==> src/rtl/cpu_pkg.sv <==
// Shared CPU pipeline definitions: bubble instruction and IF/ID occupancy states.
package cpu_pkg;

  // sll $0,$0,0 -- also used by the ID/EX flush path
  localparam logic [31:0] NOP_INSTR = 32'h0000_0000;

  typedef enum logic [1:0] {
    EMPTY = 2'd0,
    VALID = 2'd1,
    HELD  = 2'd2
  } ifid_state_t;

endpackage

==> src/rtl/sat_counter.sv <==
// Up-counter with enable that sticks at all-ones instead of wrapping.
module sat_counter #(
  parameter int WIDTH = 32
) (
  input  logic             clock,
  input  logic             reset,
  input  logic             en,
  output logic [WIDTH-1:0] count
);

  always_ff @(posedge clock or posedge reset) begin
    if (reset) begin
      count <= '0;
    end else if (en && (count != {WIDTH{1'b1}})) begin
      count <= count + 1'b1;
    end
  end

endmodule

==> src/rtl/if_id_reg.sv <==
// IF/ID pipeline register with stall hold, flush-to-bubble and occupancy FSM.
// Optional stall/flush performance counters are compiled in with IFID_PERF_CNT_EN.
//
// state | meaning
// EMPTY | bubble held in ID
// VALID | fresh instruction loaded on the last edge
// HELD  | valid instruction retained by a stall
module if_id_reg
  import cpu_pkg::*;
#(
  parameter int               WIDTH = 32,
  parameter logic [WIDTH-1:0] NOP   = WIDTH'(NOP_INSTR)
) (
  input  logic             clock,
  input  logic             reset,
  input  logic [WIDTH-1:0] if_pc_plus4,
  input  logic [WIDTH-1:0] if_instr,
  input  logic             IFIDWrite,
  input  logic             flush,
  output logic [WIDTH-1:0] id_pc_plus4,
  output logic [WIDTH-1:0] id_instr,
  output logic             id_valid,
  output logic [1:0]       state
`ifdef IFID_PERF_CNT_EN
  ,
  output logic [31:0]      stall_cnt,
  output logic [31:0]      flush_cnt
`endif
);

  ifid_state_t state_q;
  ifid_state_t state_d;

  always_ff @(posedge clock or posedge reset) begin
    if (reset) begin
      state_q <= EMPTY;
    end else begin
      state_q <= state_d;
    end
  end

  // flush outranks stall, stall outranks load
  always_comb begin
    state_d = state_q;
    if (flush) begin
      state_d = EMPTY;
    end else if (!IFIDWrite) begin
      case (state_q)
        VALID:   state_d = HELD;
        HELD:    state_d = HELD;
        default: state_d = EMPTY;
      endcase
    end else begin
      state_d = VALID;
    end
  end

  always_ff @(posedge clock or posedge reset) begin
    if (reset) begin
      id_instr    <= NOP;
      id_pc_plus4 <= '0;
    end else if (flush) begin
      id_instr    <= NOP;
      id_pc_plus4 <= '0;
    end else if (IFIDWrite) begin
      id_instr    <= if_instr;
      id_pc_plus4 <= if_pc_plus4;
    end
  end

  assign id_valid = (state_q == VALID) || (state_q == HELD);
  assign state    = state_q;

`ifdef IFID_PERF_CNT_EN
  logic stall_event;
  assign stall_event = !flush && !IFIDWrite;

  sat_counter #(.WIDTH(32)) u_stall_cnt (
    .clock (clock),
    .reset (reset),
    .en    (stall_event),
    .count (stall_cnt)
  );

  sat_counter #(.WIDTH(32)) u_flush_cnt (
    .clock (clock),
    .reset (reset),
    .en    (flush),
    .count (flush_cnt)
  );
`endif

endmodule

==> config.mk <==
export PLATFORM = sky130hd
export DESIGN_NAME = if_id_reg
export DESIGN_NICKNAME = d
export VERILOG_FILES = /design/src/rtl/cpu_pkg.sv /design/src/rtl/sat_counter.sv /design/src/rtl/if_id_reg.sv
export SDC_FILE = /design/constraint.sdc
export NUM_CORES = 1
export LEC_CHECK = 0
export CORE_ASPECT_RATIO = 1.5
export CORE_MARGIN = 5
export CORE_UTILIZATION = 25
export CTS_CLUSTER_SIZE = 10
export DETAILED_ROUTE_END_ITERATION = 10
export PLACE_DENSITY_LB_ADDON = 0.12
export SYNTH_ARGS = -nofsm -noshare
export SYNTH_HDL_FRONTEND = slang
export SYNTH_SLANG_ARGS = --single-unit
==> constraint.sdc <==
create_clock -name clock -period 5 [get_ports clock]
set_input_delay 1 -clock clock [delete_from_list [all_inputs] [get_ports clock]]
set_output_delay 1 -clock clock [all_outputs]
set_load 0.02 [all_outputs]
# After elaboration in Yosys (flattened, before gate mapping)

Cells that the tools add are included.

Register bits: 66
Output and inout bits: 67

Eq/ne operators: 2
Muxes and demuxes: 7
Reductions and logical operators: 3

Operators by type and width:

| operator             | number |
|---|---|
| $mux W32             | 4 |
| $mux W2              | 3 |
| $eq A2 B1 Y1 const B | 1 |
| $eq A2 B2 Y1 const B | 1 |
| $reduce_bool A2 Y1   | 1 |
| $reduce_or A2 Y1     | 1 |
| $logic_or A1 B1 Y1   | 1 |

# Depth between registers and ports, before layout

Gate-level depths: netlist (run 1).

Depth in word-level cells: 5
Depth in mapped cells: 5
Depth with buffers taken out: 2

# Least setup slack after synthesis (run 1)

No wires, ideal clock.

Kind: register to output
Start point: register state_q[1] (netlist: state[1])
End point: output port id_valid
Data arrival time: 863 ps
Slack: 3137 ps
Stages on the path, launching flop included: 2
Path through: dfrtp_1 > xor2_1

Cells in the longest elaborated chain, start to end: 2
Elaborated cells on any way between the ends: 3
Classes of those cells: 2 x eq/ne; 1 x reduce/logical

Ends and longest elaborated chain:

| element                                             | line            | source |
|---|---|---|
| start: declaration                                  | if_id_reg.sv:31 | `ifid_state_t state_q;` |
| start signal: assignment                            | if_id_reg.sv:38 | `state_q <= state_d;` |
| $eq A2 B1 Y1 / $eq A2 B2 Y1 (equally long branches) | if_id_reg.sv:71 | `assign id_valid = (state_q == VALID) \|\| (state_q == HELD);` |
| $logic_or A1 B1 Y1 *                                | if_id_reg.sv:71 |  |
| end: declaration                                    | if_id_reg.sv:22 | `output logic id_valid,` |

Mark *: on every way between the ends. The rest lies on a longest branch, timed or not.

# Worst setup path after layout (run 1)

Ends and elaborated chain as after synthesis.

==> results of run 1 <==
## per-layer routing
metal / part of all wire / vias to the layer above / global-route usage
met3: 0.068 / 13 / 0.03607
met2: 0.51 / 77 / 0.1850
li1: - / 962 / -
met1: 0.39 / 929 / 0.1377
met5: 0 / - / 0
met4: 0.030 / 0 / 0.06340
## worst paths after layout
check / startpoint / endpoint / depth (start not counted)
worst min register to register: id_pc_plus4[11] / id_pc_plus4[11] / 2
worst min-delay path: id_pc_plus4[11] / id_pc_plus4[11] / 2
min in group asynchronous: reset / id_pc_plus4[29] / 2
max in group asynchronous: reset / id_instr[16] / 3
worst max register to register: state[1] / state[1] / 2
worst max-delay path: state[1] / id_valid / 2
## where the power goes
part	switching, mW	leakage (nW)	internal, mW	total, mW
clock network	0.203	0.138	0.356	0.559
registers	0.0160	0.876	0.565	0.581
logic	0.110	1.02	0.128	0.238
total	0.329	2.03	1.05	1.38
## synthesized netlist by cell type
cell type  instances
xor2_1             1
nor2b_1            1
buf_4              2
inv_1              1
buf_6              1
buf_2              2
buf_12             5
nor3b_1            1
nor2_1            64
mux2i_1           64
dfrtp_1           66
clkbuf_1           5
## cells by family after synthesis
logic type	Yosys count
XOR/XNOR	1
buffers and inverters	16
flip-flops	66
multiplexers	64
AND/OR/NAND/NOR	66
## sequential cells by signal, indices dropped and copies added, names as in the netlist
name         cells
state            2
id_pc_plus4     32
id_instr        32
## cell type report
cell class,count,area [µm²],share of cell area
Multi-Input combinational cell,131,903.4,0.2072
Timing Repair Buffer,136,1349,0.3094
Clock buffer,12,256.5,0.05884
Inverter,1,3.754,0.0008611
Clock inverter,3,15.01,0.003444
Sequential cell,66,1652,0.3789
Tap cell,144,180.2,0.04133
## worst max-delay path, delay by kind of cell (launching register included)
family                    cells  cell delay, ps
buffers and inverters         1             640
xor gates and xnor gates      1             180
DFF                           1             380
## through the flow
stage          instance area (µm²)  hold slack [ps]
6_report                      4359            514.8
5_1_grt                       4359            541.2
4_1_cts                       4359            523.2
3_5_place_dp                  4088            513.2
3_3_place_gp                  4088            503.2
2_1_floorplan                 2714            630.2
==> impl_metrics.py, run 1 <==
metrics = {
    "final_layout": {
        "syn_to_final_growth_pct": 60.63,
        "final_cell_mix": "clkdlybuf4s50_1 (132), dfrtp_1 (66), mux2i_1 (64), nor2_1 (64), clkbuf_16 (9)",
        "drive_above_1_share": 0.05444,
        "num-fill-cells": 1083,
        "antenna_cells": 0,
        "utilization": 0.4116,
        "nets": 413,
        "fin_cells": 493,
        "final_common_cell": "clkdlybuf4s50_1",
    },
    "sta": {
        "relSlewSlack": 0.2807,
        "max_freq_mhz": 397.9,
        "clock_skew_ps": 0.1174,
        "timing.final.crit_period_ps": 2513,
        "postLayoutSetupSlackWorst_ps": 2487,
        "finalSetupViolCount": 0,
        "maxSlewViolCount": 0,
        "finalCritPeriodShare": 0.5026,
        "rsz0062_at_grt": "false",
        "final.setup.tns_ps": 0,
        "worst_pin_slew_ps": 1079,
        "finalHoldViolCount": 0,
    },
    "yosys": {
        "synth_compound_area_frac": 0,
        "synthMuxAreaShare": 0.2361,
        "netlist.area_leader.share": 0.6086,
        "avgSynthCellArea_um2": 12.74,
        "syn_area_um2": 2714,
        "synthDistinctLibCells": 12,
        "yosysTopAreaCell": "dfrtp_1",
        "yosys_warnings": 0,
        "yosysSeqAreaShare": 0.6086,
        "synth_cells": 213,
        "syn_nets": 281,
        "synth_area_leaders": "dfrtp_1 (61%), mux2i_1 (24%), nor2_1 (8.9%), buf_12 (3.7%), clkbuf_1 (0.69%)",
        "synth_top_family_by_area": "multiplexers",
        "synth_xor_area_frac": 0.003227,
        "synth-seq-cells": 66,
        "synth-simple-area-share": 0.09359,
        "synth_adder_area_share": 0,
    },
    "placed_design": {
        "port_buffers": 134,
        "post-place-cells": 478,
        "post-dp-hpwl_mm": 5.093,
        "gp_congestion": 0.6768,
        "dp_worst_setup_slack_ps": 2517,
    },
    "clock_tree": {
        "clock_tree.buffer_depth": 2,
        "postCtsHoldBufs": 0,
        "cts_tree": "yes",
        "root_buffer": "clkbuf_16",
        "insertion_delay_ps": 320,
        "numCtsBuffers": 9,
        "cts-resized-gates": 0,
        "cts_htree_levels": 3,
        "cts.clk_slew.worst_paths_ps": 50,
        "clock_sink_count": 66,
        "postCtsSetupBuffers": 0,
    },
    "grt": {
        "track_usage": 0.1160,
        "grt_pass1_wl_mm": 11.34,
        "overflow": 0,
        "grt_pass1_vias": 2210,
        "grt_max_degree": 67,
        "antenna_found_initial": 0,
    },
    "critical_path": {
        "cpMaxStageDelayCell": "clkdlybuf4s50_1",
        "crit_fanout": 2,
        "slowest_delay_ps": 640,
        "cp-start-kind": "register",
        "rrSetupSlack_ps": 4150,
        "criticalPathCategory": "register to output pin",
        "endpoint_kind": "output pin",
        "cp.arrival_ps": 1510,
        "cp.required_ps": 4000,
        "path_cells": "xor2_1, clkdlybuf4s50_1",
    },
    "floorplanning": {
        "die_y_um": 137.6,
        "start_util": 0.2563,
        "rows": 46,
        "die_area_um2": 13080,
        "dieWidth_um": 95.07,
        "io_pins": 135,
        "coreArea_um2": 10590,
    },
    "routing": {
        "drt_iter0_markers": 56,
        "drc_errors": 0,
        "num_vias": 1981,
        "first_pass_iters": 4,
        "viasPerCell": 4.018,
        "wl_mm": 7.182,
        "wire_per_inst_um": 14.57,
        "postRouteAntennaNets": 0,
    },
    "hold_path": {
        "holdCritPathClass": "register to register",
    },
    "outcome": {
        "outcome": "finished, final reports clean",
    },
    "pwr": {
        "leakage_nw": 2.035,
        "p_per_area_nw_per_um2": 316.2,
        "total_power_mw": 1.378,
        "vdd_drop_max_uv": 154.2,
    },
    "job": {
        "drv_cap": 0,
    },
}
(Power assumes the default switching activity.)
==> inputs of run 2 (changes only) <==
==> constraint.sdc (replaced) <==
create_clock -name clock -period 2.6 [get_ports clock]
set_input_delay 0.52 -clock clock [delete_from_list [all_inputs] [get_ports clock]]
set_output_delay 0.52 -clock clock [all_outputs]
set_load 0.02 [all_outputs]
==> impl_metrics.py, run 2 (synthesis results as in run 1) <==
metrics = {
    "floorplanning": {
        "io_pins": 135,
        "coreArea_um2": 10590,
        "rows": 46,
        "die_y_um": 137.6,
        "die_area_um2": 13080,
        "dieWidth_um": 95.07,
        "start_util": 0.2563,
    },
    "clock_tree": {
        "insertion_delay_ps": 320,
        "cts_htree_levels": 3,
        "cts.clk_slew.worst_paths_ps": 50,
        "cts-resized-gates": 0,
        "cts_tree": "yes",
        "numCtsBuffers": 9,
        "postCtsHoldBufs": 0,
        "postCtsSetupBuffers": 0,
        "clock_tree.buffer_depth": 2,
        "root_buffer": "clkbuf_16",
        "clock_sink_count": 66,
    },
    "critical_path": {
        "endpoint_kind": "output pin",
        "cp-start-kind": "register",
        "crit_fanout": 2,
        "r2r-start": "state[1]",
        "criticalPathCategory": "register to output pin",
        "crit_start": "state[1]",
        "rrSetupSlack_ps": 1770,
        "cp.required_ps": 2080,
        "r2r_cells": 2,
        "cp.arrival_ps": 1510,
        "worstReg2RegEnd": "state[1]",
    },
    "job": {
        "drv_cap": 0,
    },
    "pwr": {
        "p_per_area_nw_per_um2": 599.4,
        "total_power_mw": 2.647,
        "vdd_drop_max_uv": 306.3,
        "leakage_nw": 2.057,
    },
    "sta": {
        "timing.final.crit_period_ps": 2027,
        "finalCritPeriodShare": 0.7797,
        "whs_ps": 515.1,
        "finalHoldViolCount": 0,
        "relSlewSlack": 0.6191,
        "clock_skew_ps": 0.004913,
        "worst_pin_slew_ps": 571.4,
        "maxSlewViolCount": 0,
        "postLayoutSetupSlackWorst_ps": 572.7,
        "rsz0062_at_grt": "false",
        "max_freq_mhz": 493.3,
        "final.setup.tns_ps": 0,
        "finalSetupViolCount": 0,
    },
    "routing": {
        "wire_per_inst_um": 14.85,
        "num_vias": 2014,
        "first_pass_iters": 4,
        "viasPerCell": 4.060,
        "drc_errors": 0,
        "drt_iter0_markers": 66,
        "wl_mm": 7.366,
        "postRouteAntennaNets": 0,
    },
    "placed_design": {
        "port_buffers": 134,
        "dpl_cell_area_um2": 4155,
        "gp_congestion": 0.7170,
        "post-dp-hpwl_mm": 5.294,
        "post-place-cells": 482,
        "dp_worst_setup_slack_ps": 889.1,
    },
    "grt": {
        "grt_pass1_wl_mm": 11.44,
        "grt_pass1_vias": 2167,
        "antenna_found_initial": 0,
        "overflow": 0,
        "grt_max_degree": 41,
        "track_usage": 0.1184,
    },
    "hold_path": {
        "min_from": "id_instr[8]",
        "holdPathEnd": "id_instr[8]",
        "whs_path_depth": 2,
        "holdCritPathClass": "register to register",
    },
    "final_layout": {
        "nets": 417,
        "antenna_cells": 0,
        "fin_cells": 496,
        "final_cell_mix": "clkdlybuf4s50_1 (132), dfrtp_1 (66), mux2i_1 (64), nor2_1 (64), clkbuf_16 (9)",
        "final_common_cell": "clkdlybuf4s50_1",
        "syn_to_final_growth_pct": 62.70,
        "utilization": 0.4169,
        "num-fill-cells": 1073,
        "drive_above_1_share": 0.06250,
        "fin_area_um2": 4415,
    },
    "outcome": {
        "outcome": "finished, final reports clean",
    },
}
[run 2: cell count changes in the layout (fill, tap and decap cells not counted), sizes merged]
cell,before,now
buf,4,8
clkbuf,12,11
clkinv,3,2
clkinvlp,0,1
[run 2: worst max-delay path by stage]
stage	endpoint	cells past startpoint
after floorplan	id_instr[0]	1
after global placement	id_valid	2
after detailed placement	id_valid	2
after CTS	id_valid	2
after global routing	id_valid	2
final	id_valid	2
[run 2: per-layer routing]
metal / global-route usage / routed length (µm) / vias to the layer above
met4: 0.06742 / 165 / 0
met5: 0 / 0 / -
met3: 0.03115 / 441 / 13
li1: - / - / 973
met2: 0.1963 / 3933 / 72
met1: 0.1361 / 2826 / 956
[run 2: area by class of cell]
class / count / area [µm²] / share of cell area
repair buffers: 140 / 1416 / 0.3208
clock inverters: 3 / 17.52 / 0.003967
flip-flops and latches: 66 / 1652 / 0.3740
clock buffers: 11 / 242.7 / 0.05497
multi-input cells: 131 / 903.4 / 0.2046
inverters: 1 / 3.754 / 0.0008501
well taps: 144 / 180.2 / 0.04080
[run 2: critical path, cell delays in order, from the launching register on]
cell	delay, ps
dfrtp_1	380
xor2_1	180
clkdlybuf4s50_1	630
[run 2: power breakdown]
part | total (mW) | internal, mW | switching (mW) | leakage [nW]
Clock | 1.06 | 0.656 | 0.408 | 0.127
Sequential | 1.11 | 1.09 | 0.0291 | 0.876
Combinational | 0.468 | 0.254 | 0.214 | 1.05
==> inputs of run 3 (changes only) <==
==> constraint.sdc (replaced) <==
create_clock -name clock -period 1.6 [get_ports clock]
set_input_delay 0.32 -clock clock [delete_from_list [all_inputs] [get_ports clock]]
set_output_delay 0.32 -clock clock [all_outputs]
set_load 0.02 [all_outputs]
==> impl_metrics.py, run 3 (synthesis results as in run 1) <==
metrics = {
    "outcome": {
        "outcome": "finished, final reports clean",
    },
    "routing": {
        "viasPerCell": 4.054,
        "drc_errors": 0,
        "drt_iter0_markers": 44,
        "first_pass_iters": 4,
        "postRouteAntennaNets": 0,
        "wire_per_inst_um": 15.16,
        "num_vias": 2011,
        "wl_mm": 7.517,
    },
    "clock_tree": {
        "cts_htree_levels": 3,
        "cts_tree": "yes",
        "root_buffer": "clkbuf_16",
        "insertion_delay_ps": 330,
        "postCtsHoldBufs": 0,
        "numCtsBuffers": 9,
        "clock_tree.buffer_depth": 2,
        "clock_sink_count": 66,
        "cts.clk_slew.worst_paths_ps": 50,
    },
    "final_layout": {
        "num-fill-cells": 1095,
        "drive_above_1_share": 0.06250,
        "fin_area_um2": 4357,
        "final_cell_mix": "dfrtp_1 (66), dlygate4sd2_1 (66), clkdlybuf4s50_1 (65)",
        "antenna_cells": 0,
        "syn_to_final_growth_pct": 60.53,
        "fin_cells": 496,
        "nets": 415,
    },
    "grt": {
        "grt_pass1_vias": 2282,
        "antenna_found_initial": 0,
        "grt_max_degree": 67,
        "track_usage": 0.1217,
        "overflow": 0,
        "grt_pass1_wl_mm": 11.91,
    },
    "pwr": {
        "leakage_nw": 2.301,
        "vdd_drop_max_uv": 496.1,
        "p_per_area_nw_per_um2": 1013,
    },
    "critical_path": {
        "crit_fanout": 2,
        "cp.arrival_ps": 1090,
        "path_cells": "xor2_1, clkbuf_2",
        "cp-start-kind": "register",
        "cpMaxStageDelayCell": "dfrtp_1",
        "endpoint_kind": "output pin",
        "cp.required_ps": 1280,
        "cp_top_family": "flip-flops",
        "slowest_delay_ps": 380,
        "criticalPathCategory": "register to output pin",
        "cp_num_buf_inv": 1,
    },
    "sta": {
        "finalHoldViolCount": 0,
        "maxSlewViolCount": 0,
        "worst_pin_slew_ps": 355.3,
        "max_freq_mhz": 708.8,
        "final.setup.tns_ps": 0,
        "clock_skew_ps": 0.08468,
        "whs_ps": 422.1,
        "finalCritPeriodShare": 0.8817,
        "relSlewSlack": 0.7631,
        "finalSetupViolCount": 0,
        "rsz0062_at_grt": "false",
        "timing.final.crit_period_ps": 1411,
        "postLayoutSetupSlackWorst_ps": 189.3,
    },
    "hold_path": {
        "holdCritPathClass": "input pin to register",
    },
    "floorplanning": {
        "coreArea_um2": 10590,
        "start_util": 0.2563,
        "io_pins": 135,
        "die_y_um": 137.6,
        "dieWidth_um": 95.07,
        "die_area_um2": 13080,
        "rows": 46,
    },
    "placed_design": {
        "dp_worst_setup_slack_ps": 86.09,
        "port_buffers": 134,
        "gp_congestion": 0.6706,
        "post-dp-hpwl_mm": 5.211,
        "dpl_cell_area_um2": 4156,
        "post-place-cells": 480,
    },
    "job": {
        "drv_cap": 0,
    },
}
run 3: cell count changes in the layout (fill, tap and decap cells not counted), sizes merged:
cell           previous run  this run
buf                       8         6
dlygate4sd2               0        66
clkinvlp                  1         3
bufinv                    0         1
clkbuf                   11        12
inv                       1         0
clkdlybuf4s50           132        65
run 3: where the power goes:
part           total, mW  switching [mW]  leakage (nW)  internal, mW
clock               1.91           0.710         0.136          1.20
combinational      0.694           0.350          1.29         0.344
sequential          1.81          0.0443         0.876          1.76
run 3: routing by layer:
metal	wire length [µm]	global-route usage	vias to the layer above
li1	-	-	966
met1	2862	0.1307	961
met2	4038	0.2115	74
met3	461	0.03770	10
met4	155	0.06260	0
met5	0	0	-
run 3: what timing repair did:
item / CTS / global route
gates resized for setup: 67 / 2
pin swaps: 0 / 0
setup buffers: 0 / 0
setup endpoints to repair: 67 / 1
run 3: tightest hold or removal path: cells and delay by family:
family,cells,cell delay [ps]
buf+inv,1,180
mux,1,160
simple gates,1,50
run 3: worst paths after layout:
check / start / endpoint / slack [ps] / cells past startpoint
setup reg to reg: state[1] / state[1] / 760 / 2
min in group asynchronous: reset / id_instr[14] / 450 / 3
setup / recovery: state[1] / id_valid / 190 / 2
hold reg to reg: id_instr[3] / id_instr[3] / 510 / 2
max in group asynchronous: reset / id_pc_plus4[11] / 870 / 3
hold / removal: IFIDWrite / id_instr[2] / 420 / 3
run 3: final cells by class:
cell class                      instances  area (µm²)  area share
Clock buffer                           11       232.7     0.05342
Clock inverter                          5       55.05     0.01264
Inverter                                1       7.507    0.001723
Multi-Input combinational cell        131       903.4      0.2074
Sequential cell                        66        1652      0.3791
Tap cell                              144       180.2     0.04136
Timing Repair Buffer                  138        1326      0.3044
run 3: metrics by stage:
stage	power [mW]	utilization
after floorplan	2.210	-
after global routing	4.631	0.4114
final	4.413	0.4114
after detailed placement	2.624	0.3925
after CTS	4.511	0.4117
after global placement	2.615	0.3925
